--- src/rtl/tone_bank_pkg.sv ---
// Shared constants for the tone bank: the default note scale, the reset
// divider calculation and the write-address width helper.
package tone_bank_pkg;

    localparam int N_NOTES = 8;

    // C4..C5 scale in micro-hertz so the reset dividers need only integer math.
    localparam longint NOTE_UHZ [N_NOTES] = '{
        longint'(261625600), longint'(293664800), longint'(329627600), longint'(349228200),
        longint'(391995400), longint'(440000000), longint'(493883300), longint'(523251100)
    };

    function automatic int addr_bits(input int n);
        return (n <= 1) ? 1 : $clog2(n);
    endfunction

    // CLOCK / (f * SAMPLE_SIZE), truncated; channels beyond the scale are silent.
    function automatic logic [31:0] default_div(input int ch, input longint clock,
                                                input longint sample_size);
        longint den;
        if (ch < 0 || ch >= N_NOTES) begin
            return '0;
        end
        den = NOTE_UHZ[ch] * sample_size;
        if (den <= 0) begin
            return '0;
        end
        return 32'((clock * longint'(1000000)) / den);
    endfunction

endpackage

--- src/rtl/tone_channel.sv ---
// One square-wave channel: half-period counter, active/shadow divider pair
// and a pending flag so divider changes only land on a half-period boundary.
module tone_channel
    import tone_bank_pkg::*;
#(
    parameter int               DIV_W   = 16,
    parameter logic [DIV_W-1:0] RST_DIV = '0
) (
    input  logic             clk,
    input  logic             rst_n,
    input  logic             en,
    input  logic             sync,
    input  logic             wr,
    input  logic [DIV_W-1:0] wr_data,
    output logic             note,
    output logic             tick,
    output logic             pending
);

    logic [DIV_W-1:0] cnt;
    logic [DIV_W-1:0] act_div;
    logic [DIV_W-1:0] shd_div;
    logic             running;
    logic             at_end;
    logic             wrap;
    logic             apply;

    assign running = en && (act_div != '0);
    assign at_end  = (cnt == act_div - DIV_W'(1));
    assign wrap    = running && at_end;
    // A stopped channel has no half-period to protect, so it takes the shadow at once.
    assign apply   = pending && (wrap || !running);

    always_ff @(posedge clk) begin
        if (!rst_n) begin
            cnt     <= '0;
            note    <= 1'b0;
            tick    <= 1'b0;
            pending <= 1'b0;
            act_div <= RST_DIV;
            shd_div <= RST_DIV;
        end else begin
            if (sync) begin
                act_div <= wr ? wr_data : shd_div;
                shd_div <= wr ? wr_data : shd_div;
                pending <= 1'b0;
            end else begin
                if (apply) begin
                    act_div <= shd_div;
                end
                // A write landing on the apply edge stays queued for the next boundary.
                if (wr) begin
                    shd_div <= wr_data;
                    pending <= 1'b1;
                end else if (apply) begin
                    pending <= 1'b0;
                end
            end

            if (sync || !running) begin
                cnt  <= '0;
                note <= 1'b0;
                tick <= 1'b0;
            end else if (at_end) begin
                cnt  <= '0;
                note <= ~note;
                tick <= 1'b1;
            end else begin
                cnt  <= cnt + DIV_W'(1);
                tick <= 1'b0;
            end
        end
    end

endmodule

--- src/rtl/tone_bank.sv ---
// Bank of N_CH programmable square-wave channels; decodes the divider write
// port, fans out sync and supplies each channel its reset divider.
module tone_bank
    import tone_bank_pkg::*;
#(
    parameter int CLOCK       = 50000000,
    parameter int SAMPLE_SIZE = 512,
    parameter int N_CH        = 8,
    parameter int DIV_W       = 16,
    parameter int ADDR_W      = addr_bits(N_CH)
) (
    input  logic              clk,
    input  logic              rst_n,
    input  logic [N_CH-1:0]   en,
    input  logic              sync,
    input  logic              wr_en,
    input  logic [ADDR_W-1:0] wr_addr,
    input  logic [DIV_W-1:0]  wr_data,
    output logic [N_CH-1:0]   notas,
    output logic [N_CH-1:0]   tick,
    output logic [N_CH-1:0]   pending
);

    logic [N_CH-1:0] wr_hit;

    for (genvar i = 0; i < N_CH; i++) begin : g_ch
        localparam logic [DIV_W-1:0] RST_DIV =
            DIV_W'(default_div(i, longint'(CLOCK), longint'(SAMPLE_SIZE)));

        // Out-of-range addresses match no channel and are dropped.
        assign wr_hit[i] = wr_en && (32'(wr_addr) == i);

        tone_channel #(
            .DIV_W   (DIV_W),
            .RST_DIV (RST_DIV)
        ) u_ch (
            .clk     (clk),
            .rst_n   (rst_n),
            .en      (en[i]),
            .sync    (sync),
            .wr      (wr_hit[i]),
            .wr_data (wr_data),
            .note    (notas[i]),
            .tick    (tick[i]),
            .pending (pending[i])
        );
    end

endmodule
--- config.mk ---
export PLATFORM = sky130hd
export DESIGN_NAME = tone_bank
export DESIGN_NICKNAME = d
export VERILOG_FILES = /design/src/rtl/tone_bank_pkg.sv /design/src/rtl/tone_channel.sv /design/src/rtl/tone_bank.sv
export SDC_FILE = /design/constraint.sdc
export NUM_CORES = 1
export LEC_CHECK = 0
export CAP_MARGIN = 20
export CELL_PAD_IN_SITES_DETAIL_PLACEMENT = 2
export CELL_PAD_IN_SITES_GLOBAL_PLACEMENT = 2
export CORE_MARGIN = 2
export CORE_UTILIZATION = 42
export DETAILED_ROUTE_END_ITERATION = 8
export PLACE_DENSITY = 0.89
export SLEW_MARGIN = 20
export SYNTH_ARGS = -nofsm -noshare
export SYNTH_HDL_FRONTEND = slang
export SYNTH_SLANG_ARGS = --single-unit
--- constraint.sdc ---
create_clock -name clk -period 7.5 [get_ports clk]
set_clock_uncertainty 0.05 [all_clocks]
set_input_delay 1.875 -clock clk [delete_from_list [all_inputs] [get_ports clk]]
set_output_delay 1.875 -clock clk [all_outputs]
set_load 0.05 [all_outputs]
==> impl_results.md, run 1 <==
* Area Growth Syn to Fin at 10.82%
* Async set-or-reset flop fraction in the synthesized netlist at 0%
* Number of violations of the max-capacitance limit at 0
* Post-synth EDFFs at 0
* Final Hold Vio Count at 0
* Area enclosed by the die boundary at 53610 sq um
* Placed standard-cell area at 22350 sq um
* Sum of overflow across all layers after global routing at 0
* Data arrival, critical path at 5000 ps
* Worst Setup Slack, final at 2943 ps
* RSZ-0062 raised after global routing: false
* Postcts setup bufs at 0
* Source of the worst register-to-register timing path: g_ch[0].u_ch.act_div[0]$_SDFFE_PN1P_
* CP top delay family: simple AND/OR/NAND/NOR gates
* Total standard cell area after synthesis at 21750 sq um
* Number of vias per cell after detailed routing at 6.110
* Hold endpoint: g_ch[4].u_ch.act_div[9]$_SDFFE_PN0P_
* Commonest cells after routing, fill and taps aside: 408 x sky130_fd_sc_hd__dfxtp_1, 238 x sky130_fd_sc_hd__nor2_1, 221 x sky130_fd_sc_hd__nand2_1
* Status: completed
* Total wire length at 79900 um
* Ratio of final minimum period to clock period at 60.76%
* Seq/Total Area, Yosys at 37.56%
* Synthesized netlist cell count at 2548
* Type of the tightest min-delay check: flip-flop to flip-flop
* Post-synthesis average cell area at 8.534 sq um
* Mean routed wirelength per cell at 25.10 um
* Setup slack of the most critical reg-to-reg path at 2940 ps
* Count of TritonRoute iterations in the first routing pass at 5
* Final core area utilization at 46.97%
* Flops & latches, synth at 408
* Upper clock frequency limit at 219.4 MHz
* Relative slew slack at 29.31%
* NumNets Final at 2513
* Largest vdd supply drop at 0.1742 mV
* Leading cell type in the layout, fill and taps excluded: sky130_fd_sc_hd__dfxtp_1
* Final critical delay including setup and external delays at 4557 ps
* Ratio of cells with drive above 1 in the final layout at 6.275%
* WP buf/inv at 2
* Core region area at 51300 sq um
* Cells resized by post-CTS repair at 0
* Port buffer count at 54
* Detailed Place HPWL at 48520 um
* Worst Hold Path Cells at 2
* Clock root buffer master: sky130_fd_sc_hd__clkbuf_16
* DRC viols at 0
* Total of hold buffers inserted after clock tree synthesis at 0
* Total of warnings raised by yosys at 0
* Via total after detailed routing at 19448
* Final weighted congestion in routability-driven placement at 0.8576
* Overall global routing resource usage at 29.74%
* Endpoint type of the worst setup path: flip-flop
* Largest net degree at the start of global routing at 126
* Net count after synthesis at 2595
* Required time of the worst setup path at 7940 ps
* Num rows at 83
* Total clock buffers created by CTS at 48
* Post-place setup slack at 2742 ps
* Delay of the slowest cell on the worst path at 720 ps
* Post-synth top flop: sky130_fd_sc_hd__dfxtp_1
* Count of cells along the worst register-to-register path at 11
* Initial standard-cell utilization of the core at 42.39%
* Static Leak at 0.008940 uW
* Final antenna-violating net count at 0
* H-Tree Depth at 2
* Count of unique library cells instantiated by Yosys at 93
* R2r endpoint: g_ch[0].u_ch.act_div[9]$_SDFFE_PN0P_
* Sink count of the clock tree at 408
* Maximum fanout encountered on the critical timing path at 20
* First-pass GRT wire length at 127000 um
* Clock tree from TritonCTS: done
* Final total negative setup slack at 0 ps
* Clock buffer depth at 3
* Post-Layout Inst Area at 24100 sq um
* Cell-by-cell trace of the critical path: inv_1 -> ha_1 -> or3b_1 -> or4_1 -> a2111oi_1 -> o2111ai_1 -> nor3_1 -> nand3_1 -> nor2b_1 -> buf_4 -> o311a_1
* Initial antenna violation count at 3
* Horizontal die dimension at 231.5 um
* Total setup violations reported at the end of the flow at 0
* Slew at the pin closest to its max-slew limit at 1060 ps
* Clock slew at reported path FFs at 70 ps
* Iteration-0 DRC count of the detailed router at 1137
* Later-pin clock latency in the skew report at 610 ps
* Hold wc startpoint: g_ch[4].u_ch.shd_div[9]$_SDFF_PN0_
* Vert. Die Dim at 231.5 um
* Ports at 55
* Tightest hold margin at 426.4 ps
* Vias in the first global route at 21876
* Critical-path cell with the highest stage delay: sky130_fd_sc_hd__nand3_1
* Final number of max-transition violations at 0
* Filler cell count in the final layout at 5499
* Power Dens Cells at 223.6 nW/um^2
* CP Launch Type: flip-flop
* Type of the setup path with the least slack: flip-flop to flip-flop
-- Yosys cell counts (all sizes together) (22+ instances only) --
cell | count | share of area, %
dfxtp | 408 | 38
nor2 | 239 | 4.1
nand2 | 222 | 3.8
nand3 | 147 | 3.4
clkbuf | 141 | 2.4
xnor2 | 140 | 5.6
xor2 | 130 | 5.2
mux2i | 117 | 5.4
nor2b | 108 | 3.1
o21ai | 78 | 1.8
a21oi | 63 | 1.5
buf | 59 | 1.8
inv | 55 | 0.95
nor3 | 53 | 1.3
and3 | 48 | 1.4
o211ai | 48 | 1.9
nand3b | 43 | 1.5
or3 | 28 | 0.81
a31oi | 27 | 0.78
nand4 | 27 | 0.78
nand2b | 26 | 0.75
nor4 | 24 | 0.78
a21boi | 23 | 0.79
o311a | 22 | 1.0
or4 | 22 | 0.78
-- power by group --
group / switching, uW / total [uW] / internal [uW]
clock: 1030 / 2640 / 1620
sequential: 84.8 / 2300 / 2220
combinational: 280 / 440 / 159
-- registers in the layout, indices dropped and copies added (netlist names) --
signal,flops
g_ch.u_ch.pending,8
g_ch.u_ch.cnt,128
g_ch.u_ch.shd_div,128
g_ch.u_ch.note,8
g_ch.u_ch.tick,8
g_ch.u_ch.act_div,128
-- per-layer routing --
metal | share of wire (%) | track usage, %
met4 | 4.8 | 14.24
met5 | 0.034 | 0
met1 | 40 | 34.49
met2 | 50 | 53.08
met3 | 4.6 | 4.884
-- area by class of cell --
class	instances	area (sq um)	share of cell area, %
clock buffers	65	1366	5.670
inverters	55	206.4	0.8567
well taps	680	850.8	3.531
flip-flops and latches	408	8168	33.89
clock inverters	21	367.9	1.526
repair buffers	68	656.9	2.726
diodes	1	2.502	0.01038
multi-input cells	1885	12480	51.79
-- through the flow --
stage / std cells / total power, uW
floorplan: 2548 / 2611
global placement: 3096 / 2724
detailed placement: 3096 / 2758
CTS: 3182 / 5422
global route: 3182 / 5558
finish: 3183 / 5388
-- worst max-delay path by stage --
| stage | start | end | slack [ps] | depth (start not counted) |
|---|---|---|---|---|
| 6_report | g_ch[0].u_ch.act_div[0]$_SDFFE_PN1P_ | g_ch[0].u_ch.act_div[9]$_SDFFE_PN0P_ | 2940 | 11 |
| 5_1_grt | g_ch[0].u_ch.act_div[0]$_SDFFE_PN1P_ | g_ch[0].u_ch.cnt[6]$_SDFF_PP0_ | 2750 | 10 |
| 4_1_cts | g_ch[0].u_ch.act_div[0]$_SDFFE_PN1P_ | g_ch[0].u_ch.act_div[9]$_SDFFE_PN0P_ | 2980 | 11 |
| 3_5_place_dp | rst_n | g_ch[3].u_ch.cnt[6]$_SDFF_PP0_ | 2740 | 5 |
| 3_3_place_gp | rst_n | g_ch[3].u_ch.cnt[2]$_SDFF_PP0_ | 2910 | 5 |
| 2_1_floorplan | wr_addr[0] | g_ch[1].u_ch.act_div[14]$_SDFFE_PN0P_ | 3770 | 7 |
-- kinds of logic (layout without fill, tap and decap cells) --
group | Yosys count | in the layout | share of synthesized area [%]
xor gates and xnor gates | 270 | 270 | 10.87
buffers and inverters | 255 | 209 | 5.196
and+or+nand+nor | 1060 | 1060 | 25.18
DFF | 408 | 408 | 37.56
muxes | 119 | 119 | 5.541
other | 0 | 1 | 0
AOI/OAI and AO/OA | 420 | 420 | 14.72
adders and majority gates | 16 | 16 | 0.9206
-- worst min-delay path, cell delays in order, from the launching register on --
cell	delay [ps]
sky130_fd_sc_hd__dfxtp_1	300
sky130_fd_sc_hd__inv_1	70
sky130_fd_sc_hd__a221oi_2	60
No activity file was read; power rests on OpenSTA's default activity.
==> run 2, diff against run 1 <==
CORE_UTILIZATION = 35   (was 42)
PLACE_DENSITY = 0.79   (was 0.89)
clock period = 3.7 ns   (was 7.5 ns; I/O delays follow)
==> impl_results.md, run 2 (synthesis results as in run 1) <==
* Final weighted congestion in routability-driven placement at 0.8500 (was 0.8576)
* Clock root buffer master: sky130_fd_sc_hd__clkbuf_16 (unchanged)
* Num rows at 91 (was 83)
* Initial antenna violation count at 1 (was 3)
* Count of TritonRoute iterations in the first routing pass at 5 (unchanged)
* Total of hold buffers inserted after clock tree synthesis at 0 (unchanged)
* Sink count of the clock tree at 408 (unchanged)
* Final Hold Vio Count at 0 (unchanged)
* Post-Layout Inst Area at 24810 sq um (was 24100 sq um)
* WP buf/inv at 2 (unchanged)
* Regs by FF count: g_ch.u_ch.act_div x128, g_ch.u_ch.cnt x128, g_ch.u_ch.shd_div x128 (unchanged)
* Vias in the first global route at 20775 (was 21876)
* Total wire length at 73640 um (was 79900 um)
* DRC viols at 0 (unchanged)
* Maximum fanout encountered on the critical timing path at 16 (was 20)
* Final total negative setup slack at 0 ps (unchanged)
* Leading cell type in the layout, fill and taps excluded: sky130_fd_sc_hd__dfxtp_1 (unchanged)
* Initial standard-cell utilization of the core at 35.30% (was 42.39%)
* Cell-by-cell trace of the critical path: inv_1 -> ha_1 -> or4b_1 -> or3_1 -> a32oi_1 -> a21oi_1 -> or4_1 -> o21ai_2 -> and3b_1 -> buf_4 -> a221o_1 (was inv_1 -> ha_1 -> or3b_1 -> or4_1 -> a2111oi_1 -> o2111ai_1 -> nor3_1 -> nand3_1 -> nor2b_1 -> buf_4 -> o311a_1)
* Clock slew at reported path FFs at 60 ps (was 70 ps)
* Worst setup endpoint: g_ch[4].u_ch.act_div[7]$_SDFFE_PN1P_ (was g_ch[0].u_ch.act_div[9]$_SDFFE_PN0P_)
* Commonest cells after routing, fill and taps aside: 408 x sky130_fd_sc_hd__dfxtp_1, 239 x sky130_fd_sc_hd__nor2_1, 221 x sky130_fd_sc_hd__nand2_1 (was 408 x sky130_fd_sc_hd__dfxtp_1, 238 x sky130_fd_sc_hd__nor2_1, 221 x sky130_fd_sc_hd__nand2_1)
* ANT cells at 0 (was 1)
* Count of placed standard cells in the final layout, fillers left out at 3410 (was 3183)
* Setup slack of the most critical reg-to-reg path at 160 ps (was 2940 ps)
* Overall global routing resource usage at 22.74% (was 29.74%)
* Slew at the pin closest to its max-slew limit at 1002 ps (was 1060 ps)
* Clock tree from TritonCTS: done (unchanged)
* Critical path depth in cells at 11 (unchanged)
* Port buffer count at 54 (unchanged)
* Final critical delay including setup and external delays at 3542 ps (was 4557 ps)
* Total instance count after detailed placement at 3311 (was 3096)
* Ports at 55 (unchanged)
* Via total after detailed routing at 19056 (was 19448)
* H-Tree Depth at 2 (unchanged)
* Ratio of cells with drive above 1 in the final layout at 8.978% (was 6.275%)
* Worst Hold Path Cells at 2 (unchanged)
* First-pass GRT wire length at 116600 um (was 127000 um)
* Number of vias per cell after detailed routing at 5.588 (was 6.110)
* CP top delay family: simple AND/OR/NAND/NOR gates (unchanged)
* Type of the setup path with the least slack: flip-flop to flip-flop (unchanged)
* CP Launch Type: flip-flop (unchanged)
* Detailed Place HPWL at 50160 um (was 48520 um)
* Power Dens Cells at 431.9 nW/um^2 (was 223.6 nW/um^2)
* Placed standard-cell area at 23000 sq um (was 22350 sq um)
* NumNets Final at 2580 (was 2513)
* Filler cell count in the final layout at 6818 (was 5499)
* Upper clock frequency limit at 282.3 MHz (was 219.4 MHz)
* Critical Path Source: g_ch[4].u_ch.act_div[0]$_SDFFE_PN1P_ (was g_ch[0].u_ch.act_div[0]$_SDFFE_PN1P_)
* Vert. Die Dim at 253.3 um (was 231.5 um)
* Data arrival, critical path at 4030 ps (was 5000 ps)
* Status: completed (unchanged)
* Later-pin clock latency in the skew report at 600 ps (was 610 ps)
* Hold wc startpoint: g_ch[4].u_ch.shd_div[14]$_SDFF_PN0_ (was g_ch[4].u_ch.shd_div[9]$_SDFF_PN0_)
* Area enclosed by the die boundary at 64140 sq um (was 53610 sq um)
* Largest vdd supply drop at 0.3445 mV (was 0.1742 mV)
* Number of violations of the max-capacitance limit at 0 (unchanged)
* Horizontal die dimension at 253.3 um (was 231.5 um)
* Iteration-0 DRC count of the detailed router at 901 (was 1137)
* Required time of the worst setup path at 4190 ps (was 7940 ps)
* Clock buffer depth at 3 (unchanged)
* Type of the tightest min-delay check: flip-flop to flip-flop (unchanged)
* Mean routed wirelength per cell at 21.60 um (was 25.10 um)
* Final antenna-violating net count at 0 (unchanged)
* Sum of overflow across all layers after global routing at 0 (unchanged)
* Ratio of final minimum period to clock period at 95.74% (was 60.76%)
* Total clock buffers created by CTS at 49 (was 48)
* Largest net degree at the start of global routing at 111 (was 126)
* Count of cells along the worst register-to-register path at 11 (unchanged)
* Source of the worst register-to-register timing path: g_ch[4].u_ch.act_div[0]$_SDFFE_PN1P_ (was g_ch[0].u_ch.act_div[0]$_SDFFE_PN1P_)
* Endpoint type of the worst setup path: flip-flop (unchanged)
* Static Leak at 0.009272 uW (was 0.008940 uW)
* Area Growth Syn to Fin at 14.09% (was 10.82%)
* Relative slew slack at 32.96% (was 29.31%)
* Critical-path cell with the highest stage delay: sky130_fd_sc_hd__or4b_1 (was sky130_fd_sc_hd__nand3_1)
* Total setup violations reported at the end of the flow at 0 (unchanged)
* Delay of the slowest cell on the worst path at 600 ps (was 720 ps)
* R2r endpoint: g_ch[4].u_ch.act_div[7]$_SDFFE_PN1P_ (was g_ch[0].u_ch.act_div[9]$_SDFFE_PN0P_)
* Core region area at 61600 sq um (was 51300 sq um)
* Final number of max-transition violations at 0 (unchanged)
==> run 2: per-layer routing <==
metal | global-route usage, % | vias to the layer above | part of all wire (%)
met1 | 27.59 | 9629 | 44
met4 | 8.352 | 2 | 3.6
met2 | 40.60 | 339 | 49
li1 | - | 8930 | -
met5 | 0 | - | 0.014
met3 | 3.289 | 156 | 3.6
==> run 2: what timing repair did <==
item | 4_1_cts | 5_1_grt
resized for setup | 1 | 12
endpoints found under the setup margin | 8 | 43
buffers inserted | 0 | 8
pin swaps | 0 | 4
==> run 2: worst min path at each step <==
stage / endpoint / slack, ps
floorplan: g_ch[3].u_ch.act_div[0]$_SDFFE_PN1P_ / 390
global placement: g_ch[3].u_ch.act_div[2]$_SDFFE_PN1P_ / 400
detailed placement: g_ch[3].u_ch.act_div[2]$_SDFFE_PN1P_ / 420
CTS: g_ch[4].u_ch.act_div[12]$_SDFFE_PN0P_ / 430
global route: g_ch[4].u_ch.act_div[1]$_SDFFE_PN0P_ / 450
finish: g_ch[4].u_ch.act_div[14]$_SDFFE_PN0P_ / 420
==> run 2: where the power goes <==
group	total [uW]	switching, uW	internal (uW)
combinational	927	567	360
sequential	4650	153	4500
clock	5140	2060	3080
total	10700	2780	7940
==> run 2: metrics by stage <==
stage                     total power (uW)  worst slack (ps)  utilization (%)  hold WS (ps)
after floorplan                       5294             452.1                -         389.5
after global placement                5583             235.1            37.34         401.5
after detailed placement              5640            -30.43            37.34         418.2
after CTS                            10810            0.4383            40.08         426.7
after global routing                 11110            -7.299            40.28         453.8
final                                10710             157.5            40.28         421.8
==> run 2: final cells by class <==
cell class                      count  area [sq um]  share of cell area, %
Clock buffer                       67          1406                  5.668
Clock inverter                     24         285.3                  1.150
Inverter                           55         206.4                 0.8321
Multi-Input combinational cell   1885         12520                  50.48
Sequential cell                   408          8168                  32.92
Tap cell                          837          1047                  4.221
Timing Repair Buffer              134          1172                  4.725
==> run 2: tightest hold or removal path, cell delays in order, from the launching register on <==
cell	delay, ps
sky130_fd_sc_hd__dfxtp_1	290
sky130_fd_sc_hd__inv_1	70
sky130_fd_sc_hd__a221oi_2	60
